File: config.mk
export PLATFORM = sky130hd
export DESIGN_NAME = yc_sync_prep
export DESIGN_NICKNAME = d
export VERILOG_FILES = /design/src/rtl/yc_pkg.sv /design/src/rtl/sync_measure.sv /design/src/rtl/yc_sync_prep.sv
export SDC_FILE = /design/constraint.sdc
export NUM_CORES = 1
export LEC_CHECK = 0
export CAP_MARGIN = 25
export CORE_UTILIZATION = 55
export CTS_CLUSTER_DIAMETER = 200
export DETAILED_ROUTE_END_ITERATION = 7
export HOLD_SLACK_MARGIN = 0.03
export PLACE_DENSITY = 0.76
export SYNTH_ARGS = -nofsm -noshare
export SYNTH_HDL_FRONTEND = slang
export SYNTH_HIERARCHICAL = 1
export SYNTH_SLANG_ARGS = --single-unit
File: constraint.sdc
create_clock -name clk -period 8.4 [get_ports clk]
set_input_delay 0.84 -clock clk [delete_from_list [all_inputs] [get_ports clk]]
set_output_delay 0.84 -clock clk [all_outputs]
set_load 0.01 [all_outputs]
File: src/rtl/yc_pkg.sv
// Shared types and defaults for the Y/C sync conditioning front end.
// The lock transition function lives here so the FSM and csync logic agree on it.
package yc_pkg;

    localparam int CNT_W_DEF    = 12;
    localparam int LOCK_TOL_DEF = 2;
    localparam int MIN_LINE_DEF = 256;

    typedef enum logic [1:0] {
        SEARCH,
        CANDIDATE,
        LOCKED
    } sync_state_t;

    // Lost hsync (saturated counter) only matters between line starts.
    function automatic sync_state_t lock_next(
        input sync_state_t cur,
        input logic        line_start,
        input logic        len_ok,
        input logic        in_tol,
        input logic        cnt_sat
    );
        sync_state_t nxt;
        nxt = cur;
        if (line_start) begin
            unique case (cur)
                SEARCH:    nxt = len_ok ? CANDIDATE : SEARCH;
                CANDIDATE: nxt = !len_ok ? SEARCH : (in_tol ? LOCKED : CANDIDATE);
                LOCKED:    nxt = (len_ok && in_tol) ? LOCKED : SEARCH;
                default:   nxt = SEARCH;
            endcase
        end else if (cnt_sat && (cur == LOCKED)) begin
            nxt = SEARCH;
        end
        return nxt;
    endfunction

endpackage

File: src/rtl/sync_measure.sv
// Line timing measurement on the stage-1 registered hsync: edge detect,
// free-running line counter, line length and hsync width capture.
module sync_measure
    import yc_pkg::*;
#(
    parameter int CNT_W = CNT_W_DEF
) (
    input  logic             clk,
    input  logic             reset_n,
    input  logic             hs_i,
    output logic             line_start_o,
    output logic [CNT_W-1:0] new_len_o,
    output logic [CNT_W-1:0] h_cnt_next_o,
    output logic [CNT_W-1:0] line_len_o,
    output logic [CNT_W-1:0] hs_w_o,
    output logic             cnt_sat_o
);

    localparam logic [CNT_W-1:0] CNT_MAX = '1;

    logic             hs_prev_q;
    logic             fresh_q;
    logic             seen_q;
    logic [CNT_W-1:0] h_cnt_q, h_cnt_d;
    logic [CNT_W-1:0] line_len_q, line_len_d;
    logic [CNT_W-1:0] hs_w_q, hs_w_d;
    logic [CNT_W-1:0] cnt_inc;
    logic             rise, fall;

    // A fall is only a width measurement if we saw the rise that started it.
    always_comb begin
        rise       = hs_i & ~hs_prev_q;
        fall       = ~hs_i & hs_prev_q;
        cnt_inc    = (h_cnt_q == CNT_MAX) ? CNT_MAX : h_cnt_q + 1'b1;
        h_cnt_d    = rise ? '0 : cnt_inc;
        line_len_d = rise ? cnt_inc : line_len_q;
        hs_w_d     = (fall && seen_q) ? cnt_inc : hs_w_q;
    end

    // fresh_q keeps the first post-reset cycle from seeing the stage-1 reset
    // value as a low, so an hsync already high at release is not an edge.
    always_ff @(posedge clk) begin
        if (!reset_n) begin
            hs_prev_q  <= 1'b1;
            fresh_q    <= 1'b1;
            seen_q     <= 1'b0;
            h_cnt_q    <= '0;
            line_len_q <= '0;
            hs_w_q     <= '0;
        end else begin
            hs_prev_q  <= hs_i | fresh_q;
            fresh_q    <= 1'b0;
            seen_q     <= seen_q | rise;
            h_cnt_q    <= h_cnt_d;
            line_len_q <= line_len_d;
            hs_w_q     <= hs_w_d;
        end
    end

    assign line_start_o = rise;
    assign new_len_o    = cnt_inc;
    assign h_cnt_next_o = h_cnt_d;
    assign line_len_o   = line_len_q;
    assign hs_w_o       = hs_w_q;
    assign cnt_sat_o    = (h_cnt_q == CNT_MAX);

endmodule

File: src/rtl/yc_sync_prep.sv
// Sync/pixel conditioning ahead of the Y/C encoder: 2-clk delay-matched RGB,
// syncs and csync, with line-rate lock and vsync serration.
module yc_sync_prep
    import yc_pkg::*;
#(
    parameter int CNT_W    = CNT_W_DEF,
    parameter int LOCK_TOL = LOCK_TOL_DEF,
    parameter int MIN_LINE = MIN_LINE_DEF
) (
    input  logic             clk,
    input  logic             reset_n,
    input  logic             hs_in,
    input  logic             vs_in,
    input  logic             hblank,
    input  logic             vblank,
    input  logic [17:0]      rgb_in,
    output logic [17:0]      rgb_out,
    output logic             hsync_o,
    output logic             vsync_o,
    output logic             csync_o,
    output logic             locked,
    output logic [CNT_W-1:0] line_len
);

    localparam logic [CNT_W-1:0] CNT_MAX = '1;
    localparam logic [CNT_W-1:0] MIN_LEN = CNT_W'(MIN_LINE);
    localparam logic [CNT_W-1:0] TOL     = CNT_W'(LOCK_TOL);

    logic             hs_q, vs_q, blank_q;
    logic [17:0]      rgb_q;
    sync_state_t      state_q, state_d;
    logic [CNT_W-1:0] ref_len_q, ref_len_d;

    logic             line_start, cnt_sat;
    logic [CNT_W-1:0] new_len, h_cnt_next, hs_w;
    logic             len_ok, in_tol, in_pulse, csync_d;
    logic [CNT_W-1:0] len_diff, half, hs_w_eff;

    sync_measure #(.CNT_W(CNT_W)) u_measure (
        .clk          (clk),
        .reset_n      (reset_n),
        .hs_i         (hs_q),
        .line_start_o (line_start),
        .new_len_o    (new_len),
        .h_cnt_next_o (h_cnt_next),
        .line_len_o   (line_len),
        .hs_w_o       (hs_w),
        .cnt_sat_o    (cnt_sat)
    );

    // Serration is placed using the next counter value so the pulse at
    // h_cnt==0 lines up with the delayed hsync edge on the outputs.
    always_comb begin
        len_ok    = (new_len >= MIN_LEN) && (new_len < CNT_MAX) &&
                    (hs_w != '0) && (hs_w <= (new_len >> 2));
        len_diff  = (new_len >= ref_len_q) ? new_len - ref_len_q : ref_len_q - new_len;
        in_tol    = (len_diff <= TOL);
        state_d   = lock_next(state_q, line_start, len_ok, in_tol, cnt_sat);
        ref_len_d = ref_len_q;
        if (line_start && len_ok &&
            ((state_q == SEARCH) || ((state_q == CANDIDATE) && !in_tol))) begin
            ref_len_d = new_len;
        end
        half     = line_len >> 1;
        hs_w_eff = (half == '0) ? '0 : ((hs_w > half - 1'b1) ? half - 1'b1 : hs_w);
        in_pulse = (h_cnt_next < hs_w_eff) ||
                   ((h_cnt_next >= half) && ((h_cnt_next - half) < hs_w_eff));
        csync_d  = ((state_d == LOCKED) && vs_q) ? ~in_pulse : hs_q;
    end

    always_ff @(posedge clk) begin
        if (!reset_n) begin
            hs_q      <= 1'b0;
            vs_q      <= 1'b0;
            blank_q   <= 1'b0;
            rgb_q     <= '0;
            state_q   <= SEARCH;
            ref_len_q <= '0;
            rgb_out   <= '0;
            hsync_o   <= 1'b0;
            vsync_o   <= 1'b0;
            csync_o   <= 1'b0;
            locked    <= 1'b0;
        end else begin
            hs_q      <= hs_in;
            vs_q      <= vs_in;
            blank_q   <= hblank | vblank;
            rgb_q     <= rgb_in;
            state_q   <= state_d;
            ref_len_q <= ref_len_d;
            rgb_out   <= blank_q ? '0 : rgb_q;
            hsync_o   <= hs_q;
            vsync_o   <= vs_q;
            csync_o   <= csync_d;
            locked    <= (state_d == LOCKED);
        end
    end

endmodule

==> run_results.csv, run 1 <==
group,metric,value,unit
run_status,status,"finished clean",
worst_setup_path,crit_slowest_cell,"o31ai_4",
worst_setup_path,cp_common_cell,"ha_1",
worst_setup_path,cp.required,8.64,ns
sta,finalClockSkew,0.00499,ns
sta,hold_violations,0,
routing,drt_iter0_markers,630,
worst_setup_path,crit_chain,"ha_1, and4_1, nand4_4, nand2_1, inv_1, ha_1, fa_1, o21a_1, a2111o_1, a21oi_1, nor3_1, or4b_1, or4_4, o31ai_4, o2111ai_2, mux2i_1",
routing,drcViolationCount,0,
final_layout,antennaDiodeCount,0,
floorplanning,fp.dieH,115,um
routing,wl,19200,um
sta,setup-violations-final,0,
worst_setup_path,crit_family,"compound AO/OA/AOI/OAI gates",
final_layout,areaGrowthSynthToFinish,12.8,%
floorplanning,ios,58,
synthesis,synth_fp_nets,919,
cts,cts_buffers,9,
flow_run,drv_cap,0,
grt,grt_max_degree,65,
sta,fmax,163,MHz
floorplanning,rows,40,
synthesis,synth_enable_flop_cells,0,
routing,wl_met3,1090,um
routing,dr.max_layer_used,"met4",
synthesis,yosys.area.top_type,"dfxtp_1",
sta,min_period,6.15,ns
grt,grt_pass1_wl,31000,um
routing,drtAntennaViolNets,0,
power,p_comb_frac,0.223,
place,dpl.hpwl,14900,um
synthesis,syn-instance-count,813,
synthesis,netlist_area,6980,um^2
routing,wl_met2,9500,um
floorplanning,core,12200,um^2
worst_setup_path,cp_max_fo,15,
sta,post-route-period-util,0.732,
power,max-vdd-ir-drop,0.0000985,V
power,p_leak,3.22,nW
floorplanning,die_x,115,um
place,io_buffers,57,
cts,cts-root-buf,"clkbuf_16",
worst_setup_path,start_kind,"register",
cts,clock_sinks,96,
synthesis,synthArstFlopShare,0,
power,power.share.switching,0.307,
sta,finalSetupTns,0,ns
final_layout,drive_gt1_frac,0.0576,
routing,vias,6301,
cts,clockBufferDepth,2,
grt,track_usage,0.304,
routing,wire_per_inst,18.8,um
cts,path_clk_slew,0.07,ns
sta,slew_violations,0,
cts,cts-hold-fix-buffers,0,
routing,viasPerCell,6.18,
grt,grt_pass1_vias,6124,
cts,clock_latency,0.35,ns
synthesis,ys_seq_elements,96,
synthesis,ys_top_cells_by_area,"dfxtp_1 (28%), ha_1 (14%), and2_1 (4.1%)",
place,place_congestion,0.969,
sta,relSlewSlack,0.372,
final_layout,stdcell_count,1019,
synthesis,synth_top_area_share,0.276,
floorplanning,initial_core_util,0.574,
worst_setup_path,worstSetupPathType,"register to register",
synthesis,avgSynthCellArea,8.58,um^2
place,placed_area,7570,um^2
grt,antenna_found_initial,0,
synthesis,synth.distinct_cells,81,
grt,overflow,0,
place,dpl.cell_count,1003,
final_layout,final_core_util,0.647,
power,internal-power,0.798,mW
power,power,1.15,mW
cts,cts_resized,0,
power,power_frac_seq,0.413,
final_layout,fillers,1080,
worst_setup_path,max_stage_delay,0.82,ns
min_path,min_path_type,"register to register",
final_layout,fin_nets,952,
power,clkPwrFrac,0.364,
synthesis,synth-seq-area-share,0.276,
worst_setup_path,crit_buf_inv,1,
cts,cts_tree,"done",
routing,drtPass1Iterations,5,
final_layout,postLayoutCellArea,7870,um^2
power,pwr_density_cell,146,nW/um^2
cts,htree_levels,3,
synthesis,synth_warnings,6,
power,netSwitchingPower,0.354,mW
synthesis,synth_ff_type,"dfxtp_1",
cts,post_cts_buffers,0,
sta,worst_pin_slew,0.942,ns
routing,met1_length,7930,um
worst_setup_path,crit_arrival,6.39,ns
floorplanning,dieArea,13100,um^2
sta,grt_setup_unrepaired,"false",
worst_setup_path,end_kind,"register",
worst register-to-register path, stage by stage, from the launching register on:
cell and delay [ns]:
dfxtp_1 0.48, ha_1 0.43, and4_1 0.55, nand4_4 0.23, nand2_1 0.22, inv_1 0.07
ha_1 0.20, fa_1 0.45, o21a_1 0.26, a2111o_1 0.54, a21oi_1 0.23, nor3_1 0.08
or4b_1 0.50, or4_4 0.53, o31ai_4 0.82, o2111ai_2 0.27, mux2i_1 0.18
Yosys cell counts (14+ instances only):
library cell and count:
xnor2_1 20, o21ai_0 38, nor2b_1 26, nor2_1 49, mux2i_1 14, nand2_1 38, a31oi_1 17, o211ai_1 15
and2_1 46, inv_1 56, nor3_1 33, ha_1 79, nand3_1 23, a21o_1 16, nand4_1 22, clkbuf_1 19
a21oi_1 38, dfxtp_1 96
logic make-up (layout without fill, tap and decap cells):
kind of cell | count (synthesis) | after routing | synth area share
buf+inv | 94 | 132 | 0.0597
flops | 96 | 96 | 0.276
simple gates | 294 | 294 | 0.242
xor+xnor | 24 | 24 | 0.0301
compound gates | 208 | 208 | 0.221
mux | 14 | 14 | 0.0201
fa+ha+maj | 83 | 83 | 0.152
power groups by stage:
stage               registers [mW]  logic (mW)  clock network [mW]
global route                 0.477       0.285               0.445
detailed placement           0.487       0.254                   0
global placement             0.486       0.247                   0
CTS                          0.476       0.255               0.424
finish                       0.476       0.257               0.419
floorplan                    0.486       0.182                   0
area by class of cell:
cell class                      count  area (um^2)  area share
Timing Repair Buffer               60          588      0.0747
Tap cell                          168          210      0.0267
Sequential cell                    96         1920       0.244
Multi-Input combinational cell    623         4640       0.589
Clock inverter                      7         76.3     0.00970
Clock buffer                        9          225      0.0286
Inverter                           56          210      0.0267
state kept, by name, indices dropped and copies added, names as in the netlist, 2 cells and up:
name,cells
u_measure/h_cnt_q,12
rgb_out,18
rgb_q,18
ref_len_q,12
u_measure/hs_w_o,12
u_measure/line_len_o,12
state_q,2
metrics by stage:
step	hold WS, ns	setup WS, ns
6_report	0.421	2.25
3_3_place_gp	0.393	2.52
4_1_cts	0.425	2.27
5_1_grt	0.439	1.95
3_5_place_dp	0.407	2.30
2_1_floorplan	0.390	3.44
per-layer routing:
| metal | GRT usage | vias up |
|---|---|---|
| li1 | - | 3048 |
| met1 | 0.360 | 2982 |
| met2 | 0.543 | 232 |
| met3 | 0.0424 | 39 |
| met4 | 0.139 | 0 |
| met5 | 0 | - |
cell usage in the layout (no fill, tap or decap), types with 6 or more instances in the layout:
cell type / synthesis / routed
dfxtp_1: 96 / 96
ha_1: 79 / 79
inv_1: 56 / 56
clkdlybuf4s50_1: 0 / 56
nor2_1: 49 / 49
and2_1: 46 / 46
o21ai_0: 38 / 38
nand2_1: 38 / 38
a21oi_1: 38 / 38
nor3_1: 33 / 33
nor2b_1: 26 / 26
nand3_1: 23 / 23
nand4_1: 22 / 22
xnor2_1: 20 / 20
a31oi_1: 17 / 17
a21o_1: 16 / 16
o211ai_1: 15 / 15
mux2i_1: 14 / 14
a211oi_1: 11 / 11
o31ai_1: 11 / 11
o21a_1: 9 / 9
clkbuf_16: 0 / 9
and4_1: 8 / 8
nand2b_1: 7 / 7
and3_1: 7 / 7
nor4_1: 6 / 6
path summary, 6_finish.rpt:
check	endpoint	slack (ns)	start	depth (start not counted)
min reg2reg	u_measure/hs_prev_q$_SDFF_PN1_	0.42	u_measure/fresh_q$_DFF_P_	1
min	u_measure/hs_prev_q$_SDFF_PN1_	0.42	u_measure/fresh_q$_DFF_P_	1
max	csync_o$_SDFF_PN0_	2.25	u_measure/h_cnt_q[0]$_SDFF_PN0_	16
max reg2reg	csync_o$_SDFF_PN0_	2.25	u_measure/h_cnt_q[0]$_SDFF_PN0_	16
No activity file was read; power rests on OpenSTA's default activity.
==> run 2, diff against run 1 <==
- clock period: 8.4 -> 5.8 ns (I/O delays scaled with it)
==> run 2 against run 1 <==
Against the previous run:
- sequential cell count is the same
- global-route usage fell by 0.69 points
- maximum frequency grew 14%
- combinational power grew 44%
- critical path depth unchanged
- worst hold slack gained 0.0044 ns
- sequential share of layout area decreased by 0.23 points
- count of clock-buffer cells in the layout unchanged
- final area increased by 0.95%
- clock power rose by 39%
- die area stayed put
- routed wire length fell by 1.6%
- critical path type unchanged
- largest cell class unchanged
- highest routed layer unchanged
==> run_results.csv, run 2 (same netlist as run 1, synthesis figures left out) <==
group,metric,value,unit
routing,wl_met3,1250,um
worst_setup_path,r2r-start,"u_measure/h_cnt_q[0]$_SDFF_PN0_",
sta,slew_violations,0,
floorplanning,dieArea,13100,um^2
routing,wire_per_inst,18.3,um
place,place_congestion,0.945,
sta,finalClockSkew,0.00728,ns
final_layout,fin_nets,962,
sta,post-route-period-util,0.931,
grt,antenna_found_initial,0,
cts,clockBufferDepth,2,
grt,overflow,0,
worst_setup_path,crit_arrival,5.65,ns
grt,grt_pass1_vias,6091,
sta,finalSetupTns,0,ns
grt,grt_max_degree,36,
floorplanning,initial_core_util,0.574,
min_path,worstHoldStart,"rgb_q[9]$_SDFF_PN0_",
final_layout,layout_commonest_cell,"dfxtp_1",
floorplanning,ios,58,
sta,grt_setup_unrepaired,"false",
place,io_buffers,57,
cts,path_clk_slew,0.07,ns
final_layout,top_regs,"rgb_out (18), rgb_q (18)",
cts,htree_levels,3,
sta,setup-violations-final,0,
power,power,1.64,mW
sta,worst_pin_slew,0.862,ns
worst_setup_path,worstSetupStartpoint,"u_measure/h_cnt_q[0]$_SDFF_PN0_",
routing,vias,6436,
cts,cts_buffers,9,
final_layout,drive_gt1_frac,0.0708,
worst_setup_path,cp.required,6.05,ns
worst_setup_path,cp_max_fo,15,
place,dpl.hpwl,14800,um
routing,met1_length,7940,um
grt,track_usage,0.297,
sta,fmax,185,MHz
cts,post_cts_buffers,0,
power,max-vdd-ir-drop,0.000194,V
routing,drcViolationCount,0,
cts,cts-hold-fix-buffers,0,
floorplanning,fp.dieH,115,um
grt,grt_pass1_wl,30300,um
power,p_leak,3.26,nW
run_status,status,"finished clean",
power,netSwitchingPower,0.487,mW
floorplanning,core,12200,um^2
routing,viasPerCell,6.25,
cts,cts-root-buf,"clkbuf_16",
routing,drtPass1Iterations,6,
sta,min_period,5.40,ns
floorplanning,rows,40,
power,pwr_density_cell,207,nW/um^2
cts,clock_sinks,96,
routing,wl_met2,8990,um
final_layout,areaGrowthSynthToFinish,13.9,%
worst_setup_path,worstSetupPathType,"register to register",
place,placed_area,7640,um^2
final_layout,antennaDiodeCount,0,
min_path,min_path_type,"register to register",
routing,wl,18900,um
flow_run,drv_cap,0,
worst_setup_path,end_kind,"register",
sta,hold_ws,0.426,ns
power,p_comb_frac,0.225,
power,power_frac_seq,0.420,
routing,dr.max_layer_used,"met4",
sta,relSlewSlack,0.424,
worst_setup_path,start_kind,"register",
cts,cts_tree,"done",
power,power.share.switching,0.297,
routing,drt_iter0_markers,515,
power,clkPwrFrac,0.355,
power,internal-power,1.15,mW
sta,hold_violations,0,
routing,drtAntennaViolNets,0,
final_layout,postLayoutCellArea,7940,um^2
cts,clock_latency,0.35,ns
final_layout,final_cell_mix,"dfxtp_1 (96), ha_1 (78), inv_1 (56), clkdlybuf4s50_1 (56), nor2_1 (49)",
floorplanning,die_x,115,um
-- run 2: changes by cell type in the layout (fill, tap and decap cells not counted) --
cell / delta
buf_4: +10
clkinvlp_4: +1
ha_2: +1
ha_1: -1
and4_2: +1
inv_8: -1
and4_1: -1
-- run 2: routing by layer --
metal	vias up	global-route usage
li1	3077	-
met1	3031	0.359
met2	271	0.512
met3	57	0.0598
met4	0	0.124
met5	-	0
-- run 2: per-stage QoR --
stage / setup WS [ns] / utilization / instances
detailed placement: 0.246 / 0.628 / 1013
floorplan: 0.839 / - / 813
CTS: 0.220 / 0.653 / 1029
finish: 0.400 / 0.653 / 1029
global route: 0.112 / 0.653 / 1029
global placement: 0.456 / 0.628 / 1013
-- run 2: final timing paths --
path                            slack [ns]                   endpoint  cells after the start
worst max-delay path                  0.40  ref_len_q[7]$_SDFFE_PN0P_                     16
worst min-delay path                  0.43      rgb_out[9]$_SDFF_PP0_                      1
worst max register to register        0.40  ref_len_q[7]$_SDFFE_PN0P_                     16
worst min register to register        0.43      rgb_out[9]$_SDFF_PP0_                      1
-- run 2: final cells by class --
type,count,area (um^2)
clock buffer,9,225
multi-input combinational,623,4640
fill,1049,4220
timing repair buffer,70,663
clock inverter,7,72.6
tap,168,210
inverter,56,210
sequential,96,1920
-- run 2: worst max-delay path, stage by stage (launching register included) --
cell and delay (ns):
dfxtp_1 0.50, ha_2 0.35, and4_2 0.41, a41oi_2 0.25
inv_1 0.22, inv_1 0.10, fa_1 0.48, o21a_1 0.25
a2111o_1 0.54, a21boi_1 0.22, a211oi_1 0.08, or4b_1 0.51
or4_4 0.53, o31ai_4 0.23, buf_4 0.29, mux2i_1 0.25
nor2b_1 0.07
-- run 2: power groups by stage --
stage | clock (mW) | combinational [mW] | sequential [mW]
CTS | 0.596 | 0.365 | 0.689
floorplan | 0 | 0.263 | 0.703
finish | 0.582 | 0.369 | 0.690
global route | 0.626 | 0.411 | 0.692
global placement | 0 | 0.353 | 0.704
detailed placement | 0 | 0.362 | 0.705
-- run 2: repair_timing --
action | 4_1_cts | 5_1_grt
endpoints found under the hold margin | 0 | 0
gates resized for setup | 0 | 2
setup endpoints to repair | 0 | 15
==> run 3, diff against run 2 <==
- CTS_BUF_LIST: not set -> sky130_fd_sc_hd__clkbuf_8 sky130_fd_sc_hd__clkbuf_16
- PLACE_DENSITY: 0.76 -> 0.88
- TNS_END_PERCENT: not set -> 1
==> run 3 against run 2 <==
Against the previous run:
- largest power group unchanged
- global-route usage shrank 1.7 points
- critical path type unchanged
- highest routed layer unchanged
- first-iteration DRC count is 46% higher
- worst hold slack got worse by 0.012 ns
- maximum frequency shrank 2.3%
==> run_results.csv, run 3 (same netlist as run 1, synthesis figures left out) <==
group,metric,value,unit
run_status,status,"finished clean",
sta,finalSetupTns,0,ns
power,max-vdd-ir-drop,0.000281,V
routing,viasPerCell,6.25,
routing,drtPass1Iterations,6,
cts,htree_levels,3,
final_layout,fin_nets,957,
sta,fmax,181,MHz
grt,track_usage,0.280,
sta,post-route-period-util,0.953,
grt,overflow,0,
floorplanning,rows,40,
sta,min_period,5.53,ns
worst_setup_path,end_kind,"register",
sta,hold_violations,0,
final_layout,top_regs,"rgb_out (18), rgb_q (18)",
sta,worst_pin_slew,0.908,ns
routing,drtAntennaViolNets,0,
sta,finalClockSkew,0.00396,ns
final_layout,regArea,1920,um^2
routing,vias,6405,
cts,cts_resized,0,
cts,post_cts_buffers,0,
floorplanning,ios,58,
routing,wl,18000,um
cts,path_clk_slew,0.07,ns
final_layout,antennaDiodeCount,0,
cts,cts-root-buf,"clkbuf_16",
routing,wire_per_inst,17.6,um
cts,cts-hold-fix-buffers,0,
sta,grt_setup_unrepaired,"false",
worst_setup_path,worstSetupPathType,"register to register",
power,power,1.72,mW
floorplanning,initial_core_util,0.574,
floorplanning,fp.dieH,115,um
routing,drcViolationCount,0,
final_layout,multiInputGateArea,4640,um^2
cts,clockBufferDepth,2,
final_layout,drive_gt1_frac,0.0666,
final_layout,final_cell_mix,"dfxtp_1 (96), ha_1 (78), inv_1 (56), clkdlybuf4s50_1 (56), nor2_1 (48)",
place,place_congestion,0.940,
grt,grt_pass1_wl,29300,um
sta,slew_violations,0,
final_layout,layout_commonest_cell,"dfxtp_1",
final_layout,areaGrowthSynthToFinish,14.0,%
flow_run,drv_cap,0,
routing,drt_iter0_markers,753,
worst_setup_path,cp.required,6.04,ns
sta,setup-violations-final,0,
worst_setup_path,crit_arrival,5.76,ns
power,p_leak,3.26,nW
cts,cts_buffers,9,
place,dpl.hpwl,13600,um
final_layout,fillers,977,
sta,relSlewSlack,0.393,
place,io_buffers,57,
worst_setup_path,start_kind,"register",
power,pwr_density_cell,217,nW/um^2
cts,cts_tree,"done",
worst_setup_path,cp_max_fo,15,
min_path,min_path_type,"register to register",
grt,grt_pass1_vias,5836,
grt,grt_max_degree,34,
cts,clock_sinks,96,
cts,clock_latency,0.35,ns
grt,antenna_found_initial,0,
floorplanning,dieArea,13100,um^2
floorplanning,die_x,115,um
floorplanning,core,12200,um^2
-- run 3: cell count changes in the layout (fill, tap and decap cells not counted) --
cell and change:
and4_2 -1, and4_4 +1, buf_4 -5, bufinv_16 +2, clkinv_4 -1, inv_8 -1, nor2_1 -1, nor2_2 +1
-- run 3: worst paths after layout --
path                                   start                             end  slack, ns  cells after the start
max reg2reg  u_measure/h_cnt_q[0]$_SDFF_PN0_              csync_o$_SDFF_PN0_       0.27                     15
max          u_measure/h_cnt_q[0]$_SDFF_PN0_              csync_o$_SDFF_PN0_       0.27                     15
min                u_measure/fresh_q$_DFF_P_  u_measure/hs_prev_q$_SDFF_PN1_       0.41                      1
min reg2reg        u_measure/fresh_q$_DFF_P_  u_measure/hs_prev_q$_SDFF_PN1_       0.41                      1
-- run 3: worst max-delay path, stage by stage (launching register included) --
cell and delay (ns):
dfxtp_1 0.49, ha_2 0.38, nand4_1 0.30, nor4_4 0.53, nor2_1 0.25, ha_1 0.51, nand4_1 0.26, a2111o_1 0.56
a21oi_1 0.21, nor3_1 0.08, or4b_1 0.47, or4_4 0.53, o31ai_4 0.23, buf_4 0.29, o2111ai_2 0.17, mux2i_1 0.14
-- run 3: area by class of cell --
type	count	share of cell area
repair buffers	65	0.0787
clock buffers	9	0.0283
well taps	168	0.0264
multi-input cells	623	0.584
clock inverters	7	0.0142
flip-flops and latches	96	0.242
inverters	56	0.0264
-- run 3: report_power, final --
group	switching (mW)	total [mW]	internal [mW]	leakage, nW
sequential	0.0124	0.690	0.677	0.783
combinational	0.199	0.372	0.172	2.31
clock	0.274	0.661	0.387	0.161
-- run 3: stage by stage --
step	instance area, um^2	hold WS, ns	worst slack (ns)	utilization	instances
floorplan	6980	0.390	0.839	-	813
global placement	7600	0.392	0.389	0.625	1008
detailed placement	7600	0.401	0.200	0.625	1008
CTS	7940	0.417	0.149	0.653	1024
global route	7950	0.436	0.0554	0.654	1024
finish	7950	0.414	0.273	0.654	1024
-- run 3: per-layer routing --
metal / GRT usage / vias up / part of all wire
met1: 0.367 / 2976 / 0.43
li1: - / 3075 / -
met2: 0.472 / 297 / 0.47
met3: 0.0344 / 57 / 0.072
met5: 0 / - / 0
met4: 0.100 / 0 / 0.029
